--- src/rtl/multicycle_ctrl_pkg.sv ---
// Shared encodings for the multi-cycle MIPS control unit: FSM states,
// datapath mux codes, fault codes, ALU/extender codes and the ISA subset.
package multicycle_ctrl_pkg;

    typedef enum logic [2:0] {
        ST_FETCH  = 3'd0,
        ST_DECODE = 3'd1,
        ST_EXEC   = 3'd2,
        ST_MEM    = 3'd3,
        ST_WB     = 3'd4,
        ST_FAULT  = 3'd7
    } state_e;

    typedef enum logic [2:0] {
        CLS_ALU,
        CLS_LOAD,
        CLS_STORE,
        CLS_BEQ,
        CLS_BNE,
        CLS_JUMP,
        CLS_JR,
        CLS_JAL
    } insn_class_e;

    localparam logic [1:0] PC_SRC_PC4    = 2'b00;
    localparam logic [1:0] PC_SRC_BRANCH = 2'b01;
    localparam logic [1:0] PC_SRC_JUMP   = 2'b10;
    localparam logic [1:0] PC_SRC_RS     = 2'b11;

    localparam logic [1:0] REG_DST_RD = 2'b00;
    localparam logic [1:0] REG_DST_RT = 2'b01;
    localparam logic [1:0] REG_DST_RA = 2'b10;

    localparam logic [1:0] FAULT_NONE    = 2'b00;
    localparam logic [1:0] FAULT_ILLEGAL = 2'b01;
    localparam logic [1:0] FAULT_TIMEOUT = 2'b10;

    localparam logic [1:0] ALU_SRC_REG   = 2'b00;
    localparam logic [1:0] ALU_SRC_IMM   = 2'b01;
    localparam logic [1:0] ALU_SRC_SHAMT = 2'b10;

    localparam logic [1:0] EXT_ZERO    = 2'b00;
    localparam logic [1:0] EXT_SIGNED  = 2'b01;
    localparam logic [1:0] EXT_HIGHPOS = 2'b10;

    localparam logic [4:0] ALUOp_NOP  = 5'd0;
    localparam logic [4:0] ALUOp_ADDU = 5'd1;
    localparam logic [4:0] ALUOp_ADD  = 5'd2;
    localparam logic [4:0] ALUOp_SUBU = 5'd3;
    localparam logic [4:0] ALUOp_SUB  = 5'd4;
    localparam logic [4:0] ALUOp_AND  = 5'd5;
    localparam logic [4:0] ALUOp_OR   = 5'd6;
    localparam logic [4:0] ALUOp_SLT  = 5'd7;
    localparam logic [4:0] ALUOp_SLL  = 5'd8;
    localparam logic [4:0] ALUOp_SRL  = 5'd9;
    localparam logic [4:0] ALUOp_SRA  = 5'd10;
    localparam logic [4:0] ALUOp_LUI  = 5'd11;

    localparam logic [5:0] OP_RTYPE = 6'b000000;
    localparam logic [5:0] OP_J     = 6'b000010;
    localparam logic [5:0] OP_JAL   = 6'b000011;
    localparam logic [5:0] OP_BEQ   = 6'b000100;
    localparam logic [5:0] OP_BNE   = 6'b000101;
    localparam logic [5:0] OP_ADDI  = 6'b001000;
    localparam logic [5:0] OP_SLTI  = 6'b001010;
    localparam logic [5:0] OP_ORI   = 6'b001101;
    localparam logic [5:0] OP_LUI   = 6'b001111;
    localparam logic [5:0] OP_LW    = 6'b100011;
    localparam logic [5:0] OP_SW    = 6'b101011;

    localparam logic [5:0] FN_SLL  = 6'b000000;
    localparam logic [5:0] FN_SRL  = 6'b000010;
    localparam logic [5:0] FN_SRA  = 6'b000011;
    localparam logic [5:0] FN_JR   = 6'b001000;
    localparam logic [5:0] FN_ADD  = 6'b100000;
    localparam logic [5:0] FN_ADDU = 6'b100001;
    localparam logic [5:0] FN_SUB  = 6'b100010;
    localparam logic [5:0] FN_SUBU = 6'b100011;
    localparam logic [5:0] FN_AND  = 6'b100100;
    localparam logic [5:0] FN_OR   = 6'b100101;
    localparam logic [5:0] FN_SLT  = 6'b101010;

endpackage

--- src/rtl/multicycle_ctrl_insn_decode.sv ---
// Purely combinational instruction decoder: ALU controls, instruction
// class and legality flag derived from opcode and funct.
module insn_decode
    import multicycle_ctrl_pkg::*;
(
    input  logic [5:0]  opcode_i,
    input  logic [5:0]  funct_i,
    output logic [4:0]  alu_ctrl_o,
    output logic [1:0]  alu_src_o,
    output logic [1:0]  ext_op_o,
    output insn_class_e insn_class_o,
    output logic        legal_o
);

    // Decode table; anything not matched stays illegal with neutral controls
    always_comb begin
        alu_ctrl_o   = ALUOp_NOP;
        alu_src_o    = ALU_SRC_REG;
        ext_op_o     = EXT_ZERO;
        insn_class_o = CLS_ALU;
        legal_o      = 1'b1;
        case (opcode_i)
            OP_RTYPE: begin
                case (funct_i)
                    FN_ADDU: alu_ctrl_o = ALUOp_ADDU;
                    FN_ADD:  alu_ctrl_o = ALUOp_ADD;
                    FN_SUBU: alu_ctrl_o = ALUOp_SUBU;
                    FN_SUB:  alu_ctrl_o = ALUOp_SUB;
                    FN_SLT:  alu_ctrl_o = ALUOp_SLT;
                    FN_AND:  alu_ctrl_o = ALUOp_AND;
                    FN_OR:   alu_ctrl_o = ALUOp_OR;
                    FN_SLL: begin
                        alu_ctrl_o = ALUOp_SLL;
                        alu_src_o  = ALU_SRC_SHAMT;
                    end
                    FN_SRL: begin
                        alu_ctrl_o = ALUOp_SRL;
                        alu_src_o  = ALU_SRC_SHAMT;
                    end
                    FN_SRA: begin
                        alu_ctrl_o = ALUOp_SRA;
                        alu_src_o  = ALU_SRC_SHAMT;
                    end
                    FN_JR:   insn_class_o = CLS_JR;
                    default: legal_o = 1'b0;
                endcase
            end
            OP_ORI: begin
                alu_ctrl_o = ALUOp_OR;
                alu_src_o  = ALU_SRC_IMM;
                ext_op_o   = EXT_ZERO;
            end
            OP_ADDI: begin
                alu_ctrl_o = ALUOp_ADD;
                alu_src_o  = ALU_SRC_IMM;
                ext_op_o   = EXT_SIGNED;
            end
            OP_SLTI: begin
                alu_ctrl_o = ALUOp_SLT;
                alu_src_o  = ALU_SRC_IMM;
                ext_op_o   = EXT_SIGNED;
            end
            OP_LUI: begin
                alu_ctrl_o = ALUOp_LUI;
                alu_src_o  = ALU_SRC_IMM;
                ext_op_o   = EXT_HIGHPOS;
            end
            OP_LW: begin
                alu_ctrl_o   = ALUOp_ADDU;
                alu_src_o    = ALU_SRC_IMM;
                ext_op_o     = EXT_SIGNED;
                insn_class_o = CLS_LOAD;
            end
            OP_SW: begin
                alu_ctrl_o   = ALUOp_ADDU;
                alu_src_o    = ALU_SRC_IMM;
                ext_op_o     = EXT_SIGNED;
                insn_class_o = CLS_STORE;
            end
            OP_BEQ: begin
                alu_ctrl_o   = ALUOp_SUBU;
                ext_op_o     = EXT_SIGNED;
                insn_class_o = CLS_BEQ;
            end
            OP_BNE: begin
                alu_ctrl_o   = ALUOp_SUBU;
                ext_op_o     = EXT_SIGNED;
                insn_class_o = CLS_BNE;
            end
            OP_J:    insn_class_o = CLS_JUMP;
            OP_JAL:  insn_class_o = CLS_JAL;
            default: legal_o = 1'b0;
        endcase
    end

endmodule

--- src/rtl/multicycle_ctrl.sv ---
// Multi-cycle MIPS control FSM with memory wait-state timeout, sticky
// fault state and a retired-instruction counter.
module multicycle_ctrl
    import multicycle_ctrl_pkg::*;
#(
    parameter int CNT_W   = 32,
    parameter int TIMEOUT = 16,
    parameter int TO_W    = 5
) (
    input  logic             clk_i,
    input  logic             rst_i,
    input  logic [5:0]       opcode_i,
    input  logic [5:0]       funct_i,
    input  logic             zero_i,
    input  logic             mem_ready_i,
    output logic             mem_rd_o,
    output logic             mem_wr_o,
    output logic             ir_we_o,
    output logic             pc_we_o,
    output logic [1:0]       pc_src_o,
    output logic             reg_we_o,
    output logic [1:0]       reg_dst_o,
    output logic             mem2reg_o,
    output logic [1:0]       alu_src_o,
    output logic [1:0]       ext_op_o,
    output logic [4:0]       alu_ctrl_o,
    output logic [2:0]       state_o,
    output logic             fault_o,
    output logic [1:0]       fault_code_o,
    output logic [CNT_W-1:0] instr_cnt_o
);

    state_e            state_q, state_d;
    logic [TO_W-1:0]   wait_q, wait_d;
    logic [CNT_W-1:0]  cnt_q;
    logic              fault_q;
    logic [1:0]        fault_code_q, fault_code_d;
    logic              retire;
    logic              mem_phase;
    logic              wait_expired;

    logic [4:0]        dec_alu_ctrl;
    logic [1:0]        dec_alu_src;
    logic [1:0]        dec_ext_op;
    insn_class_e       dec_class;
    logic              dec_legal;

    insn_decode u_decode (
        .opcode_i     (opcode_i),
        .funct_i      (funct_i),
        .alu_ctrl_o   (dec_alu_ctrl),
        .alu_src_o    (dec_alu_src),
        .ext_op_o     (dec_ext_op),
        .insn_class_o (dec_class),
        .legal_o      (dec_legal)
    );

    // The timeout fires on the wait cycle that would bring the count to TIMEOUT
    assign mem_phase    = (state_q == ST_FETCH) || (state_q == ST_MEM);
    assign wait_expired = mem_phase && !mem_ready_i && (wait_q == TO_W'(TIMEOUT - 1));

    // State register; reset overrides everything including FAULT
    always_ff @(posedge clk_i) begin
        if (rst_i) begin
            state_q <= ST_FETCH;
        end else begin
            state_q <= state_d;
        end
    end

    // Next-state logic; a ready memory always beats the timeout
    always_comb begin
        state_d      = state_q;
        fault_code_d = fault_code_q;
        case (state_q)
            ST_FETCH: begin
                if (mem_ready_i) begin
                    state_d = ST_DECODE;
                end else if (wait_expired) begin
                    state_d      = ST_FAULT;
                    fault_code_d = FAULT_TIMEOUT;
                end
            end
            ST_DECODE: begin
                if (dec_legal) begin
                    state_d = ST_EXEC;
                end else begin
                    state_d      = ST_FAULT;
                    fault_code_d = FAULT_ILLEGAL;
                end
            end
            ST_EXEC: begin
                case (dec_class)
                    CLS_ALU:             state_d = ST_WB;
                    CLS_LOAD, CLS_STORE: state_d = ST_MEM;
                    default:             state_d = ST_FETCH;
                endcase
            end
            ST_MEM: begin
                if (mem_ready_i) begin
                    state_d = (dec_class == CLS_LOAD) ? ST_WB : ST_FETCH;
                end else if (wait_expired) begin
                    state_d      = ST_FAULT;
                    fault_code_d = FAULT_TIMEOUT;
                end
            end
            ST_WB:    state_d = ST_FETCH;
            ST_FAULT: state_d = ST_FAULT;
            default:  state_d = ST_FETCH;
        endcase
    end

    // Per-state datapath strobes and the retire pulse
    always_comb begin
        mem_rd_o   = 1'b0;
        mem_wr_o   = 1'b0;
        ir_we_o    = 1'b0;
        pc_we_o    = 1'b0;
        pc_src_o   = PC_SRC_PC4;
        reg_we_o   = 1'b0;
        reg_dst_o  = REG_DST_RD;
        mem2reg_o  = 1'b0;
        alu_src_o  = ALU_SRC_REG;
        ext_op_o   = EXT_ZERO;
        alu_ctrl_o = ALUOp_NOP;
        retire     = 1'b0;
        case (state_q)
            ST_FETCH: begin
                mem_rd_o = 1'b1;
                if (mem_ready_i) begin
                    ir_we_o = 1'b1;
                    pc_we_o = 1'b1;
                end
            end
            ST_EXEC: begin
                alu_ctrl_o = dec_alu_ctrl;
                alu_src_o  = dec_alu_src;
                ext_op_o   = dec_ext_op;
                case (dec_class)
                    CLS_BEQ: begin
                        pc_we_o  = zero_i;
                        pc_src_o = PC_SRC_BRANCH;
                        retire   = 1'b1;
                    end
                    CLS_BNE: begin
                        pc_we_o  = !zero_i;
                        pc_src_o = PC_SRC_BRANCH;
                        retire   = 1'b1;
                    end
                    CLS_JUMP: begin
                        pc_we_o  = 1'b1;
                        pc_src_o = PC_SRC_JUMP;
                        retire   = 1'b1;
                    end
                    CLS_JR: begin
                        pc_we_o  = 1'b1;
                        pc_src_o = PC_SRC_RS;
                        retire   = 1'b1;
                    end
                    CLS_JAL: begin
                        pc_we_o   = 1'b1;
                        pc_src_o  = PC_SRC_JUMP;
                        reg_we_o  = 1'b1;
                        reg_dst_o = REG_DST_RA;
                        retire    = 1'b1;
                    end
                    default: ;
                endcase
            end
            ST_MEM: begin
                if (dec_class == CLS_LOAD) begin
                    mem_rd_o = 1'b1;
                end
                if (dec_class == CLS_STORE) begin
                    mem_wr_o = 1'b1;
                    retire   = mem_ready_i;
                end
            end
            ST_WB: begin
                reg_we_o  = 1'b1;
                reg_dst_o = (opcode_i == OP_RTYPE) ? REG_DST_RD : REG_DST_RT;
                mem2reg_o = (dec_class == CLS_LOAD);
                retire    = 1'b1;
            end
            default: ;
        endcase
    end

    // Wait counter runs only while a memory request is stalled
    assign wait_d = (mem_phase && !mem_ready_i) ? (wait_q + TO_W'(1)) : '0;

    // Wait counter register
    always_ff @(posedge clk_i) begin
        if (rst_i) begin
            wait_q <= '0;
        end else begin
            wait_q <= wait_d;
        end
    end

    // Sticky fault flag and the code captured on entry to FAULT
    always_ff @(posedge clk_i) begin
        if (rst_i) begin
            fault_q      <= 1'b0;
            fault_code_q <= FAULT_NONE;
        end else begin
            fault_q      <= (state_d == ST_FAULT);
            fault_code_q <= fault_code_d;
        end
    end

    // Retired-instruction counter, wraps naturally at its width
    always_ff @(posedge clk_i) begin
        if (rst_i) begin
            cnt_q <= '0;
        end else begin
            cnt_q <= cnt_q + CNT_W'(retire);
        end
    end

    assign state_o      = state_q;
    assign fault_o      = fault_q;
    assign fault_code_o = fault_code_q;
    assign instr_cnt_o  = cnt_q;

endmodule
--- config.mk ---
export PLATFORM = sky130hd
export DESIGN_NAME = multicycle_ctrl
export DESIGN_NICKNAME = d
export VERILOG_FILES = /design/src/rtl/multicycle_ctrl_pkg.sv /design/src/rtl/multicycle_ctrl_insn_decode.sv /design/src/rtl/multicycle_ctrl.sv
export SDC_FILE = /design/constraint.sdc
export NUM_CORES = 1
export LEC_CHECK = 0
export ABC_AREA = 0
export CAP_MARGIN = 20
export CORE_MARGIN = 2
export CORE_UTILIZATION = 44
export CTS_CLUSTER_SIZE = 25
export DETAILED_ROUTE_END_ITERATION = 16
export PLACE_DENSITY = 0.85
export SLEW_MARGIN = 0
export SYNTH_ARGS = -nofsm -noshare
export SYNTH_HDL_FRONTEND = slang
export SYNTH_SLANG_ARGS = --single-unit
--- constraint.sdc ---
create_clock -name clk_i -period 4.94 [get_ports clk_i]
set_input_delay 1.482 -clock clk_i [delete_from_list [all_inputs] [get_ports clk_i]]
set_output_delay 1.482 -clock clk_i [all_outputs]
set_load 0.01 [all_outputs]
==> results.md <==
* Setup violations, final at 3
* Class of the worst hold path: reg -> reg
* Net switching power figure at between 200 and 250 uW
* Met3 wire len at 533 um
* Routed metal-1 wire length at about 3600 um
* Total I/O pin count at 73
* Tot GR Track Use at 0.255
* Wire length of the first global-routing pass at roughly 13000 um
* Via/cell ratio at around 5.8
* Largest net degree at the start of global routing at 25
* ANT nets after route at 0
* Overflow after GRT at 0
* Count of pins over their slew limit at 0
* Critical path capture point type: output pin
* Launching point of the worst reg2reg path: state_o[1]
* Final instance count without filler cells at 543
* Violations in the final reports: negative setup slack
* Total Die Area at between 0.006 and 0.007 mm^2
* DRC errors left at 0
* Initial DRC count at 289
* Most frequently used flop master after synthesis: sky130_fd_sc_hd__dfxtp_1
* Cells after DPL at between 500 and 600
* Arrival time at the worst endpoint at approximately 3.5 ns
* Number of clock sinks at 43
* Period utilization at 1.01
* Number of instances in the synthesized netlist at between 300 and 400
* Net count, final at just under 500
* Hold violation count in the final report at 0
* Leading area contributor after synthesis: sky130_fd_sc_hd__dfxtp_1
* Pre-CTS WS at -0.568 ns
* Wire per inst at ~17 um
* Area growth syn-to-layout at 52.6%
* CTS tree: done
* Met2 Routed Length at between 4000 and 5000 um
* MaxCap Viol Count at 0
* Clock buffers created by TritonCTS at 5
* Switching share of power at 0.301
* Number of buffers on the longest clock path at 2
* CP Data Required Time at 3.46 ns
* Result of the run: complete, but fails checks
* Internal Dissipation at approximately 550 uW
* Mapped Nets at ~370
* Post-Syn Area per Cell at approximately 7.6 um^2
* Cell row count at 28
* Post-Syn Area at 0.00267 mm^2
* Initial antenna violation count at 0
* Clock transition at the registers of the reported paths at 0.07 ns
* Worst clock skew at a little under 0.009 ns
* Peak supply drop at between 0.0001 and 0.00015 V
* Critical path type: in -> out
* DR top layer: met4
* Vertical extent of the die at 81.9 um
* Synth top area cells: sky130_fd_sc_hd__dfxtp_1 (32%), sky130_fd_sc_hd__nor2_1 (5.9%), sky130_fd_sc_hd__xnor2_1 (4.9%)
* Proportion of power drawn by the clock network at 0.270
* Startpoint class of the critical path: input port
* Fill cell total of the finished layout at between 400 and 500
* Peak fanout along the critical path at 5
* Crit path time final at 5.00 ns
* Worst Setup Slack, final at -0.0561 ns
* Number of synthesized flops with an enable pin at 0
* Highest Clock Rate at about 200 MHz
* Die W at between 80 and 90 um
* Starting Density at 0.453
* Share of flip-flops with an asynchronous set or reset after synthesis at 0
* Cell at the root of the clock tree: sky130_fd_sc_hd__clkbuf_8
* Power per cell area at approximately 190 mW/mm^2
* Fraction of the yosys area taken by sequential cells at 0.323
* Post-Route Setup TNS at -0.0754 ns
* Total Wirelength at about 9000 um
* Final weighted congestion in routability-driven placement at approximately 0.9
* Final antenna diode count at 0
* Fraction of power consumed by sequential logic at 0.478
* Hold path startpoint: wait_q[0]
* Number of H-tree levels at 2
* Seq cells post-synth at 43
* Slew at the pin with the worst max-slew slack at approximately 0.94 ns
* IO Port Bufs at just over 70
* Number of unique standard cell types used by synthesis at 58
* Worst slew margin relative to its limit at 0.369
* Crit path launch: opcode_i[4]
* Via count of the first global-routing pass at a little under 3000
* Final hold slack at roughly 0.48 ns
* Fraction of layout cells with a size suffix above 1 at 0.246
* Portion of total power attributed to combinational logic at 0.252
* Clock latency reported for the late side of the worst-skew pair at ~0.3 ns
* Via Count at between 3000 and 4000
* Portion of synthesized cell area occupied by the leading cell type at 0.323
* Final HPWL from detailed placement at 5620 um
* Total of hold buffers inserted after clock tree synthesis at 0
* Reported leakage power at roughly 1.5 nW
* Warnings, synthesis at 0
* Floorplan core area at about 0.0059 mm^2
* First-pass iteration count of the detailed router at 5
==> critical path: stages <==
cell	delay, ns
sky130_fd_sc_hd__clkdlybuf4s50_1	0.48
sky130_fd_sc_hd__or3_4	0.41
sky130_fd_sc_hd__buf_4	0.20
sky130_fd_sc_hd__a21oi_4	0.17
sky130_fd_sc_hd__buf_4	0.14
sky130_fd_sc_hd__a32oi_1	0.07
sky130_fd_sc_hd__o22ai_1	0.21
sky130_fd_sc_hd__a21o_1	0.14
sky130_fd_sc_hd__clkdlybuf4s15_2	0.21
==> worst paths after layout <==
path,end,slack [ns],cells past startpoint
min,wait_q[0],0.48,1
max reg2reg,instr_cnt_o[26],1.96,11
min reg2reg,wait_q[0],0.48,1
max,pc_we_o,-0.06,9
==> cell type report <==
cell class,instances,area [um^2],area share
Clock buffer,7,76.3,0.0187
Sequential cell,43,861,0.211
Clock inverter,1,5.00,0.00123
Tap cell,75,93.8,0.0230
Inverter,15,56.3,0.0138
Timing Repair Buffer,135,1170,0.288
Multi-Input combinational cell,267,1810,0.444
==> logic make-up (layout without fill, tap and decap cells) <==
logic type,count (synthesis),in the layout,share of synthesized area
and+or+nand+nor,163,163,0.343
AOI/OAI and AO/OA,74,74,0.173
DFF,43,43,0.323
buffers and inverters,39,158,0.0581
xor gates and xnor gates,24,24,0.0788
adders and majority gates,4,4,0.0188
other,1,1,0.00141
muxes,1,1,0.00422
==> cells in the mapped netlist (all sizes together) (2+ instances only) <==
cell type and count:
a32oi 2, a21o 4, clkbuf 20, nand2b 11
o31ai 3, and4 2, xnor2 15, o22ai 2
nand3b 2, nor2 42, and2 3, a21boi 3
ha 4, nand3 13, nor4 14, inv 15
nand2 13, o211ai 2, and3 4, nor3 11
or2 8, xor2 9, nor4b 2, o21ai 19
or4 2, dfxtp 43, nand4 6, or4b 2
a21oi 23, a31oi 6, or3 16, buf 4
nor2b 7
==> cell usage in the layout, fill, tap and decap left out, types with 11 or more instances in the layout <==
master / count
sky130_fd_sc_hd__clkdlybuf4s50_1: 49
sky130_fd_sc_hd__or3_1: 12
sky130_fd_sc_hd__nor4_1: 11
sky130_fd_sc_hd__xnor2_1: 15
sky130_fd_sc_hd__nor2_1: 41
sky130_fd_sc_hd__inv_1: 15
sky130_fd_sc_hd__dlygate4sd2_1: 11
sky130_fd_sc_hd__nand2b_1: 11
sky130_fd_sc_hd__buf_4: 62
sky130_fd_sc_hd__a21oi_1: 20
sky130_fd_sc_hd__o21ai_0: 17
sky130_fd_sc_hd__nand2_1: 13
sky130_fd_sc_hd__dfxtp_1: 43
sky130_fd_sc_hd__nand3_1: 13
==> per-layer routing <==
metal	up-vias	global-route usage
li1	1478	-
met1	1453	0.304
met2	152	0.439
met3	41	0.0505
met4	0	0.120
met5	-	0
==> registers in the layout, indices dropped and copies added (netlist names) <==
signal,flops
fault_code_o,2
state_o,3
instr_cnt_o,32
fault_o,1
wait_q,5
==> repair_timing <==
item                       4_1_cts  5_1_grt
gates resized for setup         41       30
pin swaps                        4        8
buffers inserted                18        6
setup endpoints to repair       21       27
cloned                           0        1
==> power groups by stage <==
stage               registers, mW  logic (mW)  clock network [mW]
floorplan                   0.374      0.0984                   0
global placement            0.381       0.175                   0
detailed placement          0.382       0.179                   0
CTS                         0.374       0.179               0.217
global route                0.377       0.211               0.230
finish                      0.375       0.198               0.212
==> per-stage QoR <==
step | power [mW] | utilization | instance area, um^2
floorplan | 0.473 | - | 2670
global placement | 0.556 | 0.623 | 3670
detailed placement | 0.561 | 0.623 | 3670
CTS | 0.770 | 0.667 | 3930
global route | 0.818 | 0.692 | 4070
finish | 0.785 | 0.692 | 4070
No activity file was read; power rests on OpenSTA's default activity.
